`src/rtl/bp_pkg.sv`:
```
// Shared types and constants for the branch predictor: 2-bit counter encodings,
// allocation values, table entry layout and index/tag widths.
package bp_pkg;

  localparam int unsigned BP_ENTRIES = 16;
  localparam int unsigned BP_IDX_W   = 4;
  localparam int unsigned BP_TAG_W   = 32 - BP_IDX_W - 2;

  typedef enum logic [1:0] {
    SNT = 2'b00,
    WNT = 2'b01,
    WT  = 2'b10,
    ST  = 2'b11
  } ctr_e;

  localparam ctr_e ALLOC_BR  = WT;
  localparam ctr_e ALLOC_JAL = ST;

  typedef struct packed {
    logic                valid;
    logic [BP_TAG_W-1:0] tag;
    logic [31:0]         target;
    ctr_e                ctr;
  } bp_entry_t;

  function automatic logic ctr_taken(input ctr_e c);
    return c[1];
  endfunction

endpackage

```
`src/rtl/bp_sat_ctr.sv`:
```
// Combinational next state of a 2-bit saturating taken/not-taken counter.
module bp_sat_ctr
  import bp_pkg::*;
(
  input  ctr_e ctr,
  input  logic taken,
  output ctr_e ctr_next
);

  always_comb begin
    ctr_next = ctr;
    if (taken) begin
      case (ctr)
        SNT:     ctr_next = WNT;
        WNT:     ctr_next = WT;
        WT:      ctr_next = ST;
        default: ctr_next = ST;
      endcase
    end else begin
      case (ctr)
        ST:      ctr_next = WT;
        WT:      ctr_next = WNT;
        WNT:     ctr_next = SNT;
        default: ctr_next = SNT;
      endcase
    end
  end

endmodule

```
`src/rtl/branch_predict_unit.sv`:
```
// Direct-mapped BHT/BTB with zero-latency IF lookup, ID-stage branch/JAL
// resolution (mispredict + redirect), table training and perf counters.
module branch_predict_unit
  import bp_pkg::*;
#(
  parameter int unsigned ENTRIES = BP_ENTRIES,
  parameter int unsigned IDX_W   = BP_IDX_W
) (
  input  logic        clk,
  input  logic        rst,
  input  logic [31:0] pc_if,
  output logic        pred_taken_if,
  output logic [31:0] pred_target_if,
  input  logic        id_valid,
  input  logic        id_is_branch,
  input  logic        id_is_jal,
  input  logic [31:0] id_pc,
  input  logic        id_pred_taken,
  input  logic [31:0] id_pred_target,
  input  logic        cmp_c,
  input  logic [31:0] id_target,
  input  logic        stall,
  output logic        mispredict,
  output logic [31:0] redirect_pc,
  output logic [31:0] branch_cnt,
  output logic [31:0] miss_cnt
);

  // Entry tag field width comes from the package, so IDX_W must match BP_IDX_W.
  localparam int unsigned TAG_W = 32 - IDX_W - 2;

  bp_entry_t tbl [ENTRIES];

  logic [IDX_W-1:0] if_idx, id_idx;
  logic [TAG_W-1:0] if_tag, id_tag;
  logic             if_hit, id_hit;
  logic             act, res;
  ctr_e             ctr_upd;
  logic             unused_ok;

  assign if_idx = pc_if[IDX_W+1:2];
  assign if_tag = pc_if[31:IDX_W+2];
  assign id_idx = id_pc[IDX_W+1:2];
  assign id_tag = id_pc[31:IDX_W+2];
  assign unused_ok = ^{pc_if[1:0], id_pc[1:0]};

  assign if_hit = tbl[if_idx].valid && (tbl[if_idx].tag == if_tag);
  assign id_hit = tbl[id_idx].valid && (tbl[id_idx].tag == id_tag);

  always_comb begin
    pred_taken_if  = if_hit & ctr_taken(tbl[if_idx].ctr);
    pred_target_if = pred_taken_if ? tbl[if_idx].target : pc_if + 32'd4;
  end

  assign act         = id_is_jal | (id_is_branch & cmp_c);
  assign res         = id_valid & ~stall;
  assign redirect_pc = act ? id_target : id_pc + 32'd4;
  assign mispredict  = res & ((id_pred_taken != act) |
                              (act & (id_pred_target != id_target)));

  bp_sat_ctr u_sat (
    .ctr      (tbl[id_idx].ctr),
    .taken    (cmp_c),
    .ctr_next (ctr_upd)
  );

  always_ff @(posedge clk or posedge rst) begin
    if (rst) begin
      for (int unsigned i = 0; i < ENTRIES; i++) begin
        tbl[i[IDX_W-1:0]].valid  <= 1'b0;
        tbl[i[IDX_W-1:0]].tag    <= '0;
        tbl[i[IDX_W-1:0]].target <= '0;
        tbl[i[IDX_W-1:0]].ctr    <= WNT;
      end
      branch_cnt <= '0;
      miss_cnt   <= '0;
    end else if (res) begin
      // JAL wins when both decode flags are set.
      if (id_is_jal) begin
        tbl[id_idx] <= '{valid: 1'b1, tag: id_tag, target: id_target, ctr: ALLOC_JAL};
      end else if (id_is_branch) begin
        if (id_hit) begin
          tbl[id_idx].ctr <= ctr_upd;
          if (cmp_c) tbl[id_idx].target <= id_target;
        end else if (cmp_c) begin
          tbl[id_idx] <= '{valid: 1'b1, tag: id_tag, target: id_target, ctr: ALLOC_BR};
        end
      end else if (id_hit) begin
        tbl[id_idx].valid <= 1'b0;
      end
      if (id_is_branch | id_is_jal) branch_cnt <= branch_cnt + 32'd1;
      if (mispredict)               miss_cnt   <= miss_cnt + 32'd1;
    end
  end

endmodule
```
`config.mk`:
```
export PLATFORM = sky130hd
export DESIGN_NAME = branch_predict_unit
export DESIGN_NICKNAME = d
export VERILOG_FILES = /design/src/rtl/bp_pkg.sv /design/src/rtl/bp_sat_ctr.sv /design/src/rtl/branch_predict_unit.sv
export SDC_FILE = /design/constraint.sdc
export NUM_CORES = 2
export LEC_CHECK = 0
export CAP_MARGIN = 20
export CORE_ASPECT_RATIO = 1.4
export CORE_MARGIN = 1.5
export CORE_UTILIZATION = 45
export CTS_CLUSTER_DIAMETER = 40
export DETAILED_ROUTE_END_ITERATION = 10
export PLACE_DENSITY = 0.67
export SYNTH_ARGS = -nofsm -noshare
export SYNTH_HDL_FRONTEND = slang
export SYNTH_SLANG_ARGS = --single-unit
```
`constraint.sdc`:
```
create_clock -name clk -period 95 [get_ports clk]
set_input_delay 23.75 -clock clk [delete_from_list [all_inputs] [get_ports clk]]
set_output_delay 23.75 -clock clk [all_outputs]
set_load 0.005 [all_outputs]
```
=== Word level (Yosys, flattened, before mapping) ===
Cells that the tools add are included.
Widths: inputs -> output; s select.

* $lt $le $gt $ge: 3
* Equal/unequal tests: 7
* Multiplexer cells: 30
* Reductions and logical operators: 9
* Add/subtract/negate cells: 4
* Bitwise operators: 11

{| class="wikitable"
|+ Operator list
! cell !! number
|-
| $mux 976 || 6
|-
| $bwmux 976 || 5
|-
| $demux 61 s4 || 4
|-
| $bmux 61 s4 || 2
|-
| $mux 61 || 6
|-
| $add 32x1->32 const B || 2
|-
| $add 32x3->32 const B || 2
|-
| $mux 32 || 2
|-
| $eq 26x26->1 || 2
|-
| $mux 34 || 1
|-
| $ne 32x32->1 || 1
|-
| $ge 5x5->1 const B || 2
|-
| $not 4->5 || 2
|-
| $pmux 2 s2 || 2
|-
| $reduce_bool 3->1 || 2
|-
| $and 1x1->1 || 5
|-
| $lt 5x1->1 const B || 1
|-
| $eq 2x2->1 const B || 2
|-
| $mux 2 || 2
|-
| $reduce_and 2->1 || 2
|-
| $logic_and 1x1->1 || 3
|-
| $or 1x1->1 || 3
|-
| $reduce_and 3->1 || 1
|-
| $eq 2x1->1 const B || 1
|-
| 3 further kinds || 3
|}

* Output and inout bits: 130
* Bits in registers: 1,040
* Input port bits: 136
* Word-level logic and storage cells: 130

=== Logic depth before layout (Yosys ltp) ===
* Word-level depth: 13
* Depth in mapped cells: 18
* Gate-level depth less buffers: 10

=== Cells and area by module ===
From an unflattened synthesis, not the netlist that was laid out.

* Cell total of the unflattened synthesis: 3,734
* Area, all modules: 54,902.7 sq um

{| class="wikitable"
|+ By module, submodules not included
! module !! cells an instance !! times used !! area an instance (sq um) !! seq. area each (sq um)
|-
| branch_predict_unit || 3,731 || 1 || 54,876.4 || 26,045.0
|-
| bp_sat_ctr || 3 || 1 || 26.3 || 0.0
|}

=== Least setup slack after synthesis ===
No wires, ideal clock.

* Path kind: input port to output port
* Start: in pc_if[3]
* End: out pred_target_if[10]
* Buffers on the path: 9
* Stages: 12
* Required time: 71,250 ps
* Arrival time: 26,957 ps
* Slack: 44,293 ps
* Cells stage by stage: buf_4 buf_6 buf_2 buf_2 buf_2 buf_2 buf_2 buf_2 clkbuf_1 mux4_2 mux4_2 mux2_1

* Cells in the longest elaborated chain, start to end: 8
* Elaborated cells between the ends (all ways): 9
* Classes of those cells: add/sub: 1; eq/ne: 1; mux: 4; bitwise: 2; reduce/logical: 1

{| class="wikitable"
|+ RTL lines
! element !! RTL line !! RTL
|-
| start, declared || branch_predict_unit.sv:11 || <nowiki>input logic [31:0] pc_if,</nowiki>
|-
| $not 4->5 (implied by the code) || branch_predict_unit.sv:47, branch_predict_unit.sv:51, branch_predict_unit.sv:52 ||
|-
| $bmux 61 s4 || branch_predict_unit.sv:47, branch_predict_unit.sv:51, branch_predict_unit.sv:52 ||
|-
| $mux 61 (implied by the code) (2 in series) || branch_predict_unit.sv:52 || <nowiki>pred_target_if = pred_taken_if ? tbl[if_idx].target : pc_if + 32'd4;</nowiki>
|-
| $eq 26x26->1 || branch_predict_unit.sv:47 || <nowiki>assign if_hit = tbl[if_idx].valid && (tbl[if_idx].tag == if_tag);</nowiki>
|-
| $logic_and 1x1->1 || branch_predict_unit.sv:47 ||
|-
| $and 1x1->1 || branch_predict_unit.sv:51 || <nowiki>pred_taken_if = if_hit & ctr_taken(tbl[if_idx].ctr);</nowiki>
|-
| $mux 32 * || branch_predict_unit.sv:52 ||
|-
| end, declared || branch_predict_unit.sv:13 || <nowiki>output logic [31:0] pred_target_if,</nowiki>
|}

Every way passes the cells marked *; elsewhere a longest branch is shown, timed or not. The select of a mux whose other input is x is not followed.

=== Worst setup path in the final report ===
* Start: in pc_if[2]
* End: out pred_target_if[8]

The elaborated chain is that of the path after synthesis.

==> summary.txt <==
Status - finished clean
Max Slew Vio Count - 0
Final Cycle Share - 56.3%
TritonCTS clock tree - built
# nets final - 4202
Placed cell area - 0.0593 mm^2
Hold Path Class - flop to flop
Prevailing post-synth register cell - dfrtp_1
Fin util - 51.6%
WL met2 - 81.8 mm
Die height - 419 um
CTS H-tree depth - 3
DRC violations left - 0
Metal-1 WL - 69.5 mm
Max layer used - met5
Worst R2R Path Depth - 11
Vias per inst - 6.19
Cell at the root of the clock tree - clkbuf_16
Cell with the most instances after synthesis - dfrtp_1
Worst path buffer plus inverter count - 5
CP max FO - 123
Share of cells above drive strength 1 - 39.7%
CP max stage cell - or4_2
Final Non-Filler Cells - 5774
Clk buf depth - 3
Post-CTS Setup Repair Bufs - 0
Clk pin slew, worst setup/hold paths - 0.06 ns
GRT Util Overall - 27.6%
Max Clock Freq - 0.0187 GHz
Top-Level Pins - 266
Register area share after synthesis - 46.8%
IO buf count - 265
Setup violations, final - 0
Initial antenna violation count - 10
Crit path time final - 53.52 ns
Number of global-route vias before repair - 36400
Global route overflow - 0
CP Capture Type - output port
Effective utilization at floorplan - 45.4%
Worst vdd ir - 0.0000188 V
Largest net degree at the start of global routing - 177
Vias - 35700
Die X - 300 um
Yosys cell types - 71
DR pass1 iterations - 6
Core Rows - 152
Post-route ant nets - 0
Area leader, netlist - dfrtp_1
Post-Syn Nets - 4093
Hold path cells - 2
Metal3 WL - 12.4 mm
Wire per inst - 29.9 um
Worst Path Arrival - 29.77 ns
Hold Path Origin - tbl[805]
Final Instance Area - 0.0633 mm^2
Clock Latency Late Sink - 0.79 ns
CTS resizes - 0
Crit start category - primary input
Warnings from Yosys - 0
RD Place Congestion - 0.897
Share of synthesized registers carrying an async set or reset - 100%
Hold Vio Cnt, Final - 0
Total clock sinks - 1040
Die area - 0.126 mm^2
Placed Instances - 5557
TNS Setup - 0 ns
Num CTS Buffers - 115
Post-synth EDFFs - 0
Max cap viols - 0
Hold path endpoint - tbl[805]
Worst-Margin Slew - 1.20 ns
Flops & latches, synth - 1040
Crit Path Class - primary input to output port
DR iter-0 viols - 3687
Cell-by-cell trace of the critical path - buf_8 -> buf_12 -> buf_4 -> mux4_2 -> mux4_2 -> xnor2_1 -> nand2_1 -> nor3_1 -> nand4_1 -> or4_2 -> buf_4 -> mux2_1 -> clkdlybuf4s50_1
Routed WL - 172 mm
Pwr dens - 20.0 mW/mm^2
R2r setup slk - 90.21 ns
Design Power - 1.26 mW
Area contributors post-synth - dfrtp_1 (46%), mux4_2 (14%), mux2_2 (12%)
Gate Count Post-Synth - 3950
Pleak - 27.6 nW
R2R Path Start - tbl[466]
DP Wirelength - 107 mm
Critical Path Max Stage Delay - 0.79 ns
Mapped Area - 0.0557 mm^2
Clock Skew - 0.0802 ns
Normalized max-slew margin - 19.9%
First-pass GRT wire length - 254 mm
Crit path max-delay family - buffers and inverters
FF-to-FF End - tbl[662]
Top post-synthesis cells by count - dfrtp_1 (1024), mux2_2 (616), mux4_2 (352)
Top cell type's share of synthesized area - 46.0%
Synthesized area per cell - 14.1 um^2
Synthesis-to-layout area growth - 13.8%
Core ar. - 0.123 mm^2
Hold_buf cts - 0
RSZ-0062 raised after global routing - false
CP Data Required Time - 71.25 ns
## logic make-up (layout without fill, tap and decap cells)
family,Yosys count,in the layout,synth area share [%]
multiplexers,1423,1423,37.8
flip-flops,1040,1040,46.8
AND/OR/NAND/NOR,662,662,5.42
buffers and inverters,404,607,3.99
AO/OA/AOI/OAI,212,212,2.64
XOR/XNOR,201,201,3.16
adder cells (fa/ha/maj),8,8,0.175
other,0,4,0
## cell usage in the layout (no fill, tap or decap), drive strengths merged, types with 12 or more instances in the layout
cell type,Yosys,layout
nor2b,13,13
nand2b,24,24
clkbuf,214,150
dfrtp,1024,1024
o21ai,47,47
o211ai,24,24
inv,23,36
nor2,97,97
mux2,951,951
mux4,356,356
mux2i,116,116
nand2,325,325
o22ai,12,12
a22oi,15,15
nand3,69,69
a22o,13,13
buf,165,114
and2,14,14
clkdlybuf4s50,0,257
nor3,24,24
nand4,54,54
dfstp,16,16
o21a,16,16
clkinv,2,29
a31oi,23,23
xor2,86,86
a221oi,12,12
a21oi,12,12
xnor2,115,115
and3,13,13
## flip-flops by register name, summed over array words and instances (netlist names)
signal,cells
branch_cnt,32
miss_cnt,32
tbl,976
## per-layer routing
layer,GRT usage (%),vias to the layer above
li1,-,14700
met3,4.39,387
met2,43.6,1580
met4,13.6,10
met5,0,-
met1,37.0,19000
## power breakdown
group | leakage (nW) | total, mW | internal, mW | switching (mW)
registers | 13.6 | 0.561 | 0.513 | 0.0485
logic | 12.1 | 0.236 | 0.136 | 0.0991
clock network | 1.94 | 0.467 | 0.271 | 0.197
## area by class of cell
class / count / area (um^2)
well taps: 1617 / 2020
inverters: 25 / 101
diodes: 4 / 10.0
clock inverters: 61 / 754
flip-flops and latches: 1040 / 26000
clock buffers: 150 / 3240
fillers: 10200 / 59400
multi-input cells: 2506 / 27600
repair buffers: 371 / 3510
## tightest hold or removal path: stages (launching register included)
cell     delay, ns
dfrtp_1       0.34
nand2_1       0.05
nand2_1       0.05
## through the flow
step / hold WS (ns) / setup slack, ns
after floorplan: 0.441 / 42.01
after global placement: 0.454 / 41.38
after detailed placement: 0.459 / 41.34
after CTS: 0.474 / 41.30
after global routing: 0.490 / 41.16
final: 0.474 / 41.48
## worst max path at each step
stage / start / end / slack [ns] / depth (start not counted)
6_report: pc_if[2] / pred_target_if[8] / 41.48 / 13
5_1_grt: pc_if[2] / pred_target_if[6] / 41.16 / 13
4_1_cts: pc_if[2] / pred_target_if[3] / 41.30 / 13
3_5_place_dp: pc_if[2] / pred_target_if[3] / 41.34 / 13
3_3_place_gp: pc_if[2] / pred_target_if[20] / 41.38 / 13
2_1_floorplan: rst / branch_cnt[0] / 42.01 / 1
No activity file was read; power rests on OpenSTA's default activity.
